`src/rtl/cic_interp_if.sv`:
```
// Sample-stream bundle between the upsampler chain and the CIC interpolator.
// The master side drives enable and low-rate samples; the slave side returns strobe and output.
interface cic_interp_if #(
    parameter int unsigned DATA_WIDTH_I = 16,
    parameter int unsigned DATA_WIDTH_O = 12
);
    logic                    en;
    logic [DATA_WIDTH_I-1:0] data_in;
    logic                    data_clk;
    logic [DATA_WIDTH_O-1:0] data_out;
    logic                    data_valid;

    modport master (
        output en,
        output data_in,
        input  data_clk,
        input  data_out,
        input  data_valid
    );

    modport slave (
        input  en,
        input  data_in,
        output data_clk,
        output data_out,
        output data_valid
    );
endinterface

```
`src/rtl/cic_interp.sv`:
```
// Hogenauer CIC interpolator: N combs at the low rate, zero-stuffing, N integrators at the high rate.
// All arithmetic wraps mod 2^REGISTER_WIDTH; the output is the truncated MSB slice of the last integrator.
module cic_interp #(
    parameter int unsigned DATA_WIDTH_I        = 16,
    parameter int unsigned DATA_WIDTH_O        = 12,
    parameter int unsigned REGISTER_WIDTH      = 40,
    parameter int unsigned NUM_STAGES          = 3,
    parameter int unsigned INTERPOLATION_RATIO = 1625
) (
    input logic         clk,
    input logic         arst_n,
    cic_interp_if.slave bus
);
    localparam int unsigned RW = REGISTER_WIDTH;
    localparam int unsigned PW = (INTERPOLATION_RATIO > 1) ? $clog2(INTERPOLATION_RATIO) : 1;
    localparam logic [PW-1:0] PHASE_LAST = PW'(INTERPOLATION_RATIO - 1);

    logic [PW-1:0] phase_q, phase_d;
    logic [RW-1:0] dly_q   [NUM_STAGES];
    logic [RW-1:0] dly_d   [NUM_STAGES];
    logic [RW-1:0] integ_q [NUM_STAGES];
    logic [RW-1:0] integ_d [NUM_STAGES];
    logic [RW-1:0] comb_q, comb_d;
    logic          valid_q;
    logic          phase_zero;
    logic          capture;
    logic [RW-1:0] u;

    always_comb begin
        phase_zero = (phase_q == '0);
        capture    = bus.en & phase_zero;
    end

    always_comb begin
        phase_d = phase_q;
        if (bus.en) begin
            phase_d = (phase_q == PHASE_LAST) ? '0 : phase_q + 1'b1;
        end
    end

    // Comb cascade folded into one running value; each delay takes the stage's input.
    always_comb begin
        logic [RW-1:0] c_acc;
        c_acc = RW'($signed(bus.data_in));
        for (int unsigned k = 0; k < NUM_STAGES; k++) begin
            dly_d[k] = capture ? c_acc : dly_q[k];
            c_acc    = c_acc - dly_q[k];
        end
        comb_d = capture ? c_acc : comb_q;
    end

    // Zero-stuffing uses the pre-edge comb_q, so a capture enters the integrators one low-rate period later.
    always_comb begin
        u = phase_zero ? comb_q : '0;
        for (int unsigned k = 0; k < NUM_STAGES; k++) begin
            integ_d[k] = integ_q[k];
        end
        if (bus.en) begin
            integ_d[0] = integ_q[0] + u;
            for (int unsigned k = 1; k < NUM_STAGES; k++) begin
                integ_d[k] = integ_q[k] + integ_q[k-1];
            end
        end
    end

    always_ff @(posedge clk or negedge arst_n) begin
        if (!arst_n) begin
            phase_q <= '0;
            comb_q  <= '0;
            valid_q <= 1'b0;
            for (int unsigned k = 0; k < NUM_STAGES; k++) begin
                dly_q[k]   <= '0;
                integ_q[k] <= '0;
            end
        end else begin
            phase_q <= phase_d;
            comb_q  <= comb_d;
            valid_q <= bus.en;
            for (int unsigned k = 0; k < NUM_STAGES; k++) begin
                dly_q[k]   <= dly_d[k];
                integ_q[k] <= integ_d[k];
            end
        end
    end

    assign bus.data_clk   = capture;
    assign bus.data_out   = integ_q[NUM_STAGES-1][RW-1 -: DATA_WIDTH_O];
    assign bus.data_valid = valid_q;
endmodule

```
`src/flat_wrapper.sv`:
```
// flat-port wrapper written by rule: the top's interface ports become plain ports
module cic_interp_flat 
#(
    parameter int unsigned DATA_WIDTH_I        = 16,
    parameter int unsigned DATA_WIDTH_O        = 12,
    parameter int unsigned REGISTER_WIDTH      = 40,
    parameter int unsigned NUM_STAGES          = 3,
    parameter int unsigned INTERPOLATION_RATIO = 1625
)
  (clk, arst_n, bus_en, bus_data_in, bus_data_clk, bus_data_out, bus_data_valid);
  cic_interp_if #(.DATA_WIDTH_I(DATA_WIDTH_I), .DATA_WIDTH_O(DATA_WIDTH_O)) bus_i ();
  input logic clk;
  input logic arst_n;
  input wire logic [$bits(bus_i.en)-1:0] bus_en;
  input wire logic [$bits(bus_i.data_in)-1:0] bus_data_in;
  output wire logic [$bits(bus_i.data_clk)-1:0] bus_data_clk;
  output wire logic [$bits(bus_i.data_out)-1:0] bus_data_out;
  output wire logic [$bits(bus_i.data_valid)-1:0] bus_data_valid;
  assign bus_i.en = bus_en;
  assign bus_i.data_in = bus_data_in;
  assign bus_data_clk = bus_i.data_clk;
  assign bus_data_out = bus_i.data_out;
  assign bus_data_valid = bus_i.data_valid;
  cic_interp #(.DATA_WIDTH_I(DATA_WIDTH_I), .DATA_WIDTH_O(DATA_WIDTH_O), .REGISTER_WIDTH(REGISTER_WIDTH), .NUM_STAGES(NUM_STAGES), .INTERPOLATION_RATIO(INTERPOLATION_RATIO)) u_core (.clk(clk), .arst_n(arst_n), .bus(bus_i));
endmodule
```
`config.mk`:
```
export PLATFORM = sky130hd
export DESIGN_NAME = cic_interp_flat
export DESIGN_NICKNAME = d
export VERILOG_FILES = /design/src/rtl/cic_interp_if.sv /design/src/rtl/cic_interp.sv /design/src/flat_wrapper.sv
export SDC_FILE = /design/constraint.sdc
export NUM_CORES = 1
export LEC_CHECK = 0
export ABC_AREA = 1
export BUFFER_PORTS_ARGS = -buffer_cell sky130_fd_sc_hd__buf_2
export CAP_MARGIN = 30
export CORE_ASPECT_RATIO = 1.1
export CORE_UTILIZATION = 60
export CTS_CLUSTER_SIZE = 40
export DETAILED_ROUTE_END_ITERATION = 12
export GPL_TIMING_DRIVEN = 0
export PLACE_DENSITY_LB_ADDON = 0.25
export REMOVE_ABC_BUFFERS = 1
export SYNTH_ARGS = -nofsm -noshare
export SYNTH_HDL_FRONTEND = slang
export SYNTH_SLANG_ARGS = --single-unit
```
`constraint.sdc`:
```
create_clock -name clk -period 5.3 [get_ports clk]
set_input_delay 0.795 -clock clk [delete_from_list [all_inputs] [get_ports clk]]
set_output_delay 0.795 -clock clk [all_outputs]
set_load 0.1 [all_outputs]
```
# After elaboration in Yosys (flattened, before gate mapping)

Cells that the tools add are included.
W data, S select, Z words.

Register bits after elaboration: 268
Bits of input ports: 19
Output and inout bits: 14
Logic and storage cells: 21

Add/subtract/negate cells: 7
Equality and inequality tests: 1
Multiplexer cells: 2
Bitwise gates (word level): 1
Reductions and logical operators: 1

Operators with widths:

| kind                    | count |
|---|---|
| $add A40 B40 Y40        | 3 |
| $sub A40 B40 Y40        | 2 |
| $mux W40                | 1 |
| $sub A16 B16 Y17        | 1 |
| $add A11 B1 Y11 const B | 1 |
| $eq A11 B11 Y1 const B  | 1 |
| $logic_not A11 Y1       | 1 |
| $mux W11                | 1 |
| $and A1 B1 Y1           | 1 |

# Longest topological paths before layout

Word-level depth: 3
Mapped depth: 37
Depth with buffers taken out: 36

# Worst setup path before layout

No wires, ideal clock.

Kind: input to register
Start point: in bus_data_in[0]
End point: reg u_core.comb_q[26]
Setup time: 117 ps
Arrival: 4899 ps
Data required time: 5183 ps
Slack: 283 ps
Cell stages on the path: 30
Path buffers: 1
Path through: inv_1 > ha_1 > inv_1 > fa_1 > nand3_1 > nand3_1 > nand2_1 > nand2_1 > a21oi_1 > inv_1 > nand2_1 > nand3_1 > nand2_1 > inv_1 > ha_1 > nand2_1 > nor4_1 > nand2_1 > nand2_1 > buf_2 > fa_1 > ha_1 > nand2_1 > o21ai_0 > a21oi_1 > or2_2 > nand3_1 > nand2_1 > nand3_1 > nand2_1

Word-level cells in the longest chain between the ends: 3

Ends and longest elaborated chain:

| item                           | RTL line           | RTL |
|---|---|---|
| start: declaration             | flat_wrapper.sv:15 | `input wire logic [$bits(bus_i.data_in)-1:0] bus_data_in;` |
| $sub A16 B16 Y17               | cic_interp.sv:47   | `c_acc = c_acc - dly_q[k];` |
| $sub A40 B40 Y40 (2 in series) | cic_interp.sv:47   |  |
| end signal: assignment         | cic_interp.sv:77   | `comb_q <= comb_d;` |
| end: declaration               | cic_interp.sv:23   | `logic [RW-1:0] comb_q, comb_d;` |

No other way between the ends.
A chain may end at the register's enable or synchronous reset.

# Worst setup path in the final report

Start point: in bus_data_in[0]
End point: reg u_core.comb_q[20]

Same word-level chain as after synthesis.

==> qor.yml <==
status:
  status: "finished clean"
final_layout:
  seqCellArea_um2: 6130
  nNetsFinal: 3758
  drive_above_1_share_pct: 5.92
  antenna_cells: 0
  synthToLayoutAreaGrowth_pct: 9.07
  fillers: 3370
  multi_input_area_um2: 14400
clocking:
  cts_root_buf: "clkbuf_16"
  clockBufferDepth: 3
  path_clk_slew_ns: 0.06
  postCtsHoldBufs: 0
  numCtsBuffers: 29
  worstSkewPairLatency_ns: 0.59
  cts_max_level: 1
  cts.sinks: 245
  tritoncts: "built"
sta:
  hold_viol: 0
  setup-tns-final_ns: 0
  fin_skew_ns: 0.0215
  holdWs_ns: 0.0982
  max_slew_margin_pct: 39.8
  tightestPinTransition_ns: 0.903
  clock.fmax_mhz: 195
  drv_slew: 0
  min_period_ns: 5.13
  period_share_pct: 96.7
  setup_viol: 0
setup_path:
  r2r-start: "u_core.dly_q[80]$_DFFE_PN0P_"
  setup.worst_path.start: "bus_data_in[0]"
  r2r_cells: 24
  start_kind: "input pin"
  cp_slowest_cell: "fa_2"
  cp.required_ns: 5.75
  crit_arrival_ns: 5.58
  endpoint_kind: "flip-flop"
  r2r_end: "u_core.comb_q[20]$_DFFE_PN0P_"
  endpoint: "u_core.comb_q[20]$_DFFE_PN0P_"
  crit_type: "in -> reg"
  critPathTopFamily: "adder cells"
  reg2reg_setup_slack_ns: 0.17
  slowest_delay_ns: 0.60
  crit_fanout: 7
  critical_path_buf_inv_count: 5
  cp.depth: 26
die:
  fp.coreArea_um2: 37000
  die_area_um2: 38200
  placementRows: 74
  die_w_um: 187
  start_util_pct: 60.7
  die_h_um: 205
  io-pin-count: 33
synthesis:
  synthesis.area_um2: 22500
  synth_edf_count: 0
  synth-seq-area-share_pct: 27.3
  async_reset_ff_share_pct: 100
  syn_inst: 3536
  avgSynthCellArea_um2: 6.36
  synth_ff_type: "dfrtp_1"
  yosysWarnings: 0
  synth.distinct_cells: 48
  ys_ff_latch: 245
pwr:
  leakagePower_nw: 12.8
  swShare_pct: 43.4
  switchingPower_w: 0.00395
  clockPowerShare_pct: 27.3
  pwr-share-comb_pct: 45.7
  p_seq_share_pct: 26.9
  peakVddDrop_v: 0.000373
  power.density_nw_per_um2: 371
  internal_power_w: 0.00515
placed_design:
  io_buffers: 32
  place_congestion: 1.09
  dp_hpwl_mm: 59.3
drt:
  wl_mm: 74.8
  drcViolationCount: 0
  vias: 23400
  drtIter0Drc: 1399
  wire_per_inst_um: 18.4
  dr.pass1.iters: 5
  antenna_left: 0
  viasPerCell: 5.76
flow_run:
  max_cap_violations: 0
hold_path:
  hold_class: "in -> async"
grt:
  grt.total_usage_pct: 39.2
  grt_max_degree: 128
  grt_pass1_vias: 23500
  grt-ovfl-total: 0
  antenna_found_initial: 0
  grt_pass1_wl_mm: 118
## worst min path at each step
stage	startpoint	end	cells after the start	slack [ns]
after floorplan	u_core.integ_q[0]$_DFFE_PN0P_	u_core.integ_q[0]$_DFFE_PN0P_	2	0.45
after global placement	u_core.dly_q[26]$_DFFE_PN0P_	u_core.dly_q[26]$_DFFE_PN0P_	2	0.46
after detailed placement	u_core.dly_q[26]$_DFFE_PN0P_	u_core.dly_q[26]$_DFFE_PN0P_	2	0.47
after CTS	arst_n	u_core.integ_q[8]$_DFFE_PN0P_	1	0.10
after global routing	arst_n	u_core.integ_q[7]$_DFFE_PN0P_	1	0.12
final	arst_n	u_core.integ_q[7]$_DFFE_PN0P_	1	0.1
## registers in the layout, summed over array words and instances (netlist names)
register and count:
u_core.phase_q 11, u_core.bus.data_out 12, u_core.comb_q 40, u_core.dly_q 73, u_core.bus.data_valid 1, u_core.integ_q 108
## power groups by stage
stage,registers [W],clock network [W],logic [W]
floorplan,0.00238,0,0.00294
global placement,0.00245,0,0.00392
detailed placement,0.00246,0,0.00402
CTS,0.00243,0.00251,0.00406
global route,0.00247,0.00257,0.00462
finish,0.00245,0.00249,0.00416
## cells in the mapped netlist (22+ instances only)
master | n | area share [%]
o21ai_1 | 32 | 0.71
xor2_1 | 33 | 1.3
inv_1 | 476 | 7.9
nor2_1 | 372 | 6.2
dfrtp_1 | 245 | 27
nand3b_1 | 33 | 1.1
ha_1 | 191 | 11
o21ai_0 | 245 | 5.5
nand3_1 | 208 | 4.6
clkbuf_1 | 22 | 0.37
nand2_1 | 1142 | 19
xnor2_1 | 52 | 2.0
nand2_2 | 22 | 0.61
buf_4 | 22 | 0.73
a21oi_1 | 213 | 4.7
nand4_1 | 54 | 1.5
## cell usage in the layout, fill, tap and decap left out, drive strengths merged
cell / instances
nand2: 1165
inv: 482
nor2: 377
o21ai: 287
dfrtp: 245
a21oi: 217
nand3: 210
ha: 191
nand4: 54
xnor2: 52
buf: 44
clkbuf: 37
nand3b: 33
xor2: 33
nor3: 21
o21bai: 21
or2: 19
nor4: 16
a31oi: 14
bufinv: 11
fa: 7
o21a: 6
a21boi: 6
clkinv: 5
and2: 4
o211ai: 4
and3: 1
a211oi: 1
a21o: 1
## metal layers
layer	track usage (%)	part of all wire [%]	vias to the layer above
li1	-	-	11400
met5	0	0	-
met4	35.7	9.9	0
met2	73.7	51	785
met1	38.2	35	10900
met3	3.44	3.9	319
## kinds of logic after synthesis
| logic type | count (synthesis) | synth area share [%] |
|---|---|---|
| AND/OR/NAND/NOR | 1900 | 35.1 |
| AO/OA/AOI/OAI | 557 | 13.3 |
| buffers and inverters | 551 | 9.75 |
| flip-flops | 245 | 27.3 |
| adder cells (fa/ha/maj) | 198 | 11.3 |
| XOR/XNOR | 85 | 3.31 |
## stage by stage
step                utilization, %  instances  total power, W  area, um^2  setup slack, ns
floorplan                        -       3466         0.00532       22100            0.272
global placement              61.8       3992         0.00637       22900            -1.93
detailed placement            62.3       3999         0.00649       23100           -0.847
CTS                           65.5       4053         0.00900       24300           0.0147
global route                  66.2       4058         0.00967       24500          -0.0338
finish                        66.2       4058         0.00910       24500            0.173
## what timing repair did
action                     4_1_cts  5_1_grt
pin swaps                        0       11
resized for setup                5       55
setup buffers                    0        5
setup endpoints to repair       18       23
## layout make-up
type                            count  area share, %
Multi-Input combinational cell   2740           58.7
Timing Repair Buffer               44           1.56
Tap cell                          494           2.52
Clock buffer                       37           3.29
Clock inverter                     17           1.53
Inverter                          481           7.38
Sequential cell                   245           25.0
(Power assumes the default switching activity.)
